==> config.mk <==
export PLATFORM = sky130hd
export DESIGN_NAME = bsg_mem_1r1w_wr_sched
export DESIGN_NICKNAME = d
export VERILOG_FILES = /design/src/rtl/bsg_mem_1r1w_wr_sched.sv
export SDC_FILE = /design/constraint.sdc
export NUM_CORES = 1
export LEC_CHECK = 0
export BUFFER_PORTS_ARGS = -buffer_cell sky130_fd_sc_hd__buf_2
export CAP_MARGIN = 20
export CORE_MARGIN = 2
export CORE_UTILIZATION = 43
export DETAILED_ROUTE_END_ITERATION = 10
export GPL_ROUTABILITY_DRIVEN = 1
export HOLD_SLACK_MARGIN = 0.02
export PLACE_DENSITY = 0.85
export REMOVE_ABC_BUFFERS = 1
export SYNTH_ARGS = -nofsm -noshare
export SYNTH_HDL_FRONTEND = slang
export SYNTH_SLANG_ARGS = --single-unit
==> constraint.sdc <==
create_clock -name clk_i -period 1.85 [get_ports clk_i]
set_input_delay 0.2775 -clock clk_i [delete_from_list [all_inputs] [get_ports clk_i]]
set_output_delay 0.2775 -clock clk_i [all_outputs]
set_load 0.1 [all_outputs]
==> src/rtl/bsg_mem_1r1w_wr_sched.sv <==
// Write-port scheduler for a 1r1w register file.
// Round-robin arbitration, read-collision blocking, post-reset clear.
module bsg_mem_1r1w_wr_sched #(
  parameter int width_p = 8,
  parameter int els_p = 8,
  parameter int num_req_p = 2,
  parameter bit read_write_same_addr_p = 1'b0,
  parameter bit init_p = 1'b1,
  parameter logic [width_p-1:0] init_val_p = '0,
  localparam int addr_width_lp = (els_p > 1) ? $clog2(els_p) : 1
) (
  input  logic clk_i,
  input  logic reset_n_i,
  input  logic [num_req_p-1:0] v_i,
  input  logic [num_req_p*addr_width_lp-1:0] addr_i,
  input  logic [num_req_p*width_p-1:0] data_i,
  output logic [num_req_p-1:0] ready_o,
  input  logic r_v_i,
  input  logic [addr_width_lp-1:0] r_addr_i,
  output logic mem_w_v_o,
  output logic [addr_width_lp-1:0] mem_w_addr_o,
  output logic [width_p-1:0] mem_w_data_o,
  output logic init_done_o,
  output logic err_o
);

  localparam int rr_w_lp = (num_req_p > 1) ? $clog2(num_req_p) : 1;
  localparam logic [addr_width_lp-1:0] last_lp =
    addr_width_lp'(els_p - 1);
  localparam logic [addr_width_lp:0] els_lp =
    (addr_width_lp+1)'(els_p);
  localparam logic [rr_w_lp-1:0] top_lp =
    rr_w_lp'(num_req_p - 1);

  typedef enum logic {S_INIT, S_RUN} state_e;

  state_e r_state, w_state_n;
  logic [addr_width_lp-1:0] r_init_cnt, w_init_cnt_n;
  logic [rr_w_lp-1:0] r_rr, w_rr_n;
  logic r_err, w_err_n;

  logic [num_req_p-1:0] w_elig;
  logic w_found;
  logic [rr_w_lp-1:0] w_win;
  logic [addr_width_lp-1:0] w_win_addr;
  logic [width_p-1:0] w_win_data;
  logic w_in_range;

  // A requester is eligible unless it collides with the live read.
  always_comb begin
    for (int i = 0; i < num_req_p; i++) begin
      w_elig[i] = v_i[i] & ~(~read_write_same_addr_p & r_v_i &
        (addr_i[i*addr_width_lp +: addr_width_lp] == r_addr_i));
    end
  end

  // Rotating priority: scan rr..top first, then wrap to 0..rr-1.
  always_comb begin
    w_found = 1'b0;
    w_win = '0;
    w_win_addr = '0;
    w_win_data = '0;
    for (int i = 0; i < num_req_p; i++) begin
      if (!w_found && w_elig[i] && (i >= int'(r_rr))) begin
        w_found = 1'b1;
        w_win = rr_w_lp'(i);
        w_win_addr = addr_i[i*addr_width_lp +: addr_width_lp];
        w_win_data = data_i[i*width_p +: width_p];
      end
    end
    for (int i = 0; i < num_req_p; i++) begin
      if (!w_found && w_elig[i]) begin
        w_found = 1'b1;
        w_win = rr_w_lp'(i);
        w_win_addr = addr_i[i*addr_width_lp +: addr_width_lp];
        w_win_data = data_i[i*width_p +: width_p];
      end
    end
  end

  assign w_in_range = ({1'b0, w_win_addr} < els_lp);

  // Next state and write-port drive; reset forces handshakes low.
  always_comb begin
    w_state_n = r_state;
    w_init_cnt_n = r_init_cnt;
    w_rr_n = r_rr;
    w_err_n = 1'b0;
    ready_o = '0;
    mem_w_v_o = 1'b0;
    mem_w_addr_o = w_win_addr;
    mem_w_data_o = w_win_data;
    init_done_o = 1'b0;
    unique case (r_state)
      S_INIT: begin
        mem_w_v_o = 1'b1;
        mem_w_addr_o = r_init_cnt;
        mem_w_data_o = init_val_p;
        w_init_cnt_n = r_init_cnt + 1'b1;
        if (r_init_cnt == last_lp) w_state_n = S_RUN;
      end
      S_RUN: begin
        init_done_o = 1'b1;
        for (int i = 0; i < num_req_p; i++) begin
          ready_o[i] = w_found & (w_win == rr_w_lp'(i));
        end
        mem_w_v_o = w_found & w_in_range;
        w_err_n = w_found & ~w_in_range;
        if (w_found) begin
          w_rr_n = (w_win == top_lp) ? '0 : w_win + 1'b1;
        end
      end
      default: ;
    endcase
    if (!reset_n_i) begin
      ready_o = '0;
      mem_w_v_o = 1'b0;
      init_done_o = 1'b0;
    end
  end

  // State registers with synchronous active-low reset.
  always_ff @(posedge clk_i) begin
    if (!reset_n_i) begin
      r_state <= init_p ? S_INIT : S_RUN;
      r_init_cnt <= '0;
      r_rr <= '0;
      r_err <= 1'b0;
    end else begin
      r_state <= w_state_n;
      r_init_cnt <= w_init_cnt_n;
      r_rr <= w_rr_n;
      r_err <= w_err_n;
    end
  end

  assign err_o = r_err;

endmodule
==> impl_metrics.py <==
metrics = {
    "status": {
        "outcome": "complete, but fails checks",
        "violations": "setup timing",
    },
    "finish": {
        "fillCellCount": 72,
        "final_net_count": 186,
        "design_area_um2": 1533,
        "area_delta_synth_final_pct": 97.26,
        "mostFrequentLayoutCell": "buf_2",
        "mostFrequentLayoutCells": "25 x buf_2, 17 x buf_4, 15 x buf_12",
        "num_antenna_cells": 0,
        "layout-drive-gt1-share": 0.5948,
        "post-route-util": 0.8974,
    },
    "global_routing": {
        "grt_pass1_wl_um": 4761,
        "grt_use_met1": 0.3256,
        "grt_max_degree": 12,
        "grtUsageTotal": 0.3203,
        "met3_usage": 0.06275,
        "use_met2": 0.5972,
        "antenna_found_initial": 0,
        "first_global_vias": 1024,
        "gr-max-usage-layer": "met2",
        "overflow": 0,
    },
    "routing": {
        "wl_per_cell_um": 20.02,
        "drc": 0,
        "dr.pass1.iters": 4,
        "vias": 1020,
        "vias_per_cell": 5.730,
        "first_iter_violations": 46,
        "ant_nets": 0,
        "drt-total-wl_um": 3563,
    },
    "synthesis": {
        "syn_avg_cell_area_um2": 8.730,
        "ys_ff_latch": 5,
        "synth_cell_types": 26,
        "yosysSeqAreaShare": 0.1288,
        "yosysWarnings": 0,
        "syn-instance-count": 89,
        "syn_area_um2": 777.0,
    },
    "power": {
        "p_leak_nw": 0.7655,
        "ir_worst_vdd_mv": 0.3567,
        "finalPower_uw": 591.5,
        "power_density_nw_per_um2": 385.9,
    },
    "timing": {
        "fin_skew_ps": 1.657,
        "hold_viol": 0,
        "period_share": 1.178,
        "hold-worst-slack_ps": 322.5,
        "setup_ws_ps": -328.7,
        "finalCriticalPeriod_ps": 2179,
        "fmax_ghz": 0.4590,
        "rsz0062_at_grt": "true",
        "setup_viol": 14,
        "maxSlewViolCount": 0,
    },
    "critical_path": {
        "critical-path-max-stage-delay_ps": 510,
        "cp_max_fo": 5,
        "worst_ep_required_time_ps": 1570,
        "critPathTopFamily": "compound AO/OA/AOI/OAI gates",
        "path_buf_inv": 3,
        "crit_path_start_kind": "primary input",
        "crit_arrival_ps": 1900,
        "path_class": "in2out",
        "slowest_stage": "o41a_1",
        "end_kind": "output pin",
        "path_cells": "buf_8 > xor2_2 > o41a_1 > buf_4 > a211oi_4 > a311o_1 > buf_12",
    },
    "cts": {
        "clkTransAtPathRegs_ps": 50,
        "cts_tree": "done",
        "cts_buffer_depth": 2,
        "numCtsBuffers": 3,
        "clkSinkCount": 5,
        "clk_latency_ps": 240,
        "h-tree-depth": 1,
        "ctsHoldBuffers": 0,
        "cts-root-buf": "clkbuf_4",
    },
    "placed_design": {
        "gp_congestion": 0.7910,
        "io_buffer_count": 44,
        "hpwl_um": 1799,
        "placement.cell_area_um2": 1282,
    },
    "worst_hold_path": {
        "holdCritPathClass": "in2reg",
    },
    "floorplanning": {
        "die_h_um": 46.51,
        "num_rows": 15,
        "die_x_um": 46.51,
        "start_util": 0.4549,
        "ios": 46,
        "core_area_um2": 1708,
        "die_area_um2": 2163,
    },
    "run": {
        "maxCapViolCount": 0,
    },
}
-- Yosys cell counts --
cell	instances	area share
a211oi_1	3	0.029
a211oi_2	9	0.14
a21boi_0	1	0.0097
a311o_1	3	0.039
and2_2	1	0.0097
and2b_1	3	0.029
buf_4	2	0.019
buf_6	4	0.058
clkbuf_1	2	0.0097
conb_1	1	0.0048
dfxtp_1	5	0.13
dlygate4sd1_1	1	0.011
ha_1	2	0.032
inv_1	11	0.053
mux2i_1	2	0.026
nand2_1	5	0.024
nor2_1	4	0.019
nor2b_1	1	0.0081
nor3_1	1	0.0064
nor3b_1	1	0.0097
o211a_1	8	0.10
o21a_1	10	0.097
o21a_2	1	0.011
o41a_1	1	0.014
o41ai_4	1	0.035
xor2_1	6	0.068
-- power breakdown --
| part | internal (mW) | total [mW] | leakage [nW] | switching [mW] |
|---|---|---|---|---|
| sequential | 0.115 | 0.122 | 0.0409 | 0.00766 |
| clock | 0.0818 | 0.131 | 0.0150 | 0.0491 |
| combinational | 0.148 | 0.338 | 0.710 | 0.190 |
| total | 0.345 | 0.592 | 0.766 | 0.247 |
-- worst reg2reg max path: stages, from the launching register on --
cell and delay, ps:
dfxtp_1 410, buf_4 210, and2b_1 240, nor3_1 240
-- per-stage QoR --
step	setup TNS, ps	worst slack [ps]	std cells
3_3_place_gp	-2789	-235.4	165
4_1_cts	-2652	-242.9	178
3_5_place_dp	-3717	-332.7	165
6_report	-3456	-328.7	178
2_1_floorplan	-12290	-1915	80
5_1_grt	-4221	-380.6	178
-- flip-flops by register name, summed over array words and instances, names as in the netlist --
name / count
r_rr: 1
r_init_cnt: 3
r_state: 1
-- path summary, 6_finish.rpt --
check | start | endpoint | slack, ps | cells past startpoint
worst max-delay path | addr_i[5] | mem_w_addr_o[2] | -330 | 7
worst min-delay path | reset_n_i | r_rr | 320 | 2
worst max register to register | r_state | r_init_cnt[0] | 640 | 3
worst min register to register | r_init_cnt[0] | r_init_cnt[0] | 580 | 2
-- final cells by class --
| class | count | area [um2] | area share |
|---|---|---|---|
| Timing Repair Buffer | 69 | 703.2 | 0.4588 |
| Inverter | 11 | 41.29 | 0.02694 |
| Tap cell | 25 | 31.28 | 0.02041 |
| Sequential cell | 5 | 100.1 | 0.06531 |
| Multi-Input combinational cell | 64 | 630.6 | 0.4114 |
| Clock buffer | 4 | 26.28 | 0.01714 |
-- cell families (layout without fill, tap and decap cells) --
family / after synthesis / count (layout) / synth area share
compound gates: 37 / 37 / 0.4831
buf+inv: 20 / 84 / 0.1514
simple gates: 16 / 16 / 0.1063
xor+xnor: 6 / 6 / 0.06763
flops: 5 / 5 / 0.1288
fa+ha+maj: 2 / 2 / 0.03220
mux: 2 / 2 / 0.02577
other cells: 1 / 1 / 0.004826
-- what timing repair did --
item                       4_1_cts  5_1_grt
hold endpoints to repair         0        0
gates cloned                     2        0
buffers inserted                 7        0
pin swaps                       18       11
gates resized for setup         23       11
setup endpoints to repair       14       14
-- routing by layer --
| layer | share of wire | routed length (um) | vias up |
|---|---|---|---|
| li1 | - | - | 444 |
| met1 | 0.37 | 1321 | 473 |
| met2 | 0.48 | 1723 | 81 |
| met3 | 0.10 | 361 | 22 |
| met4 | 0.044 | 157 | 0 |
| met5 | 0 | 0 | - |
(Power assumes the default switching activity.)
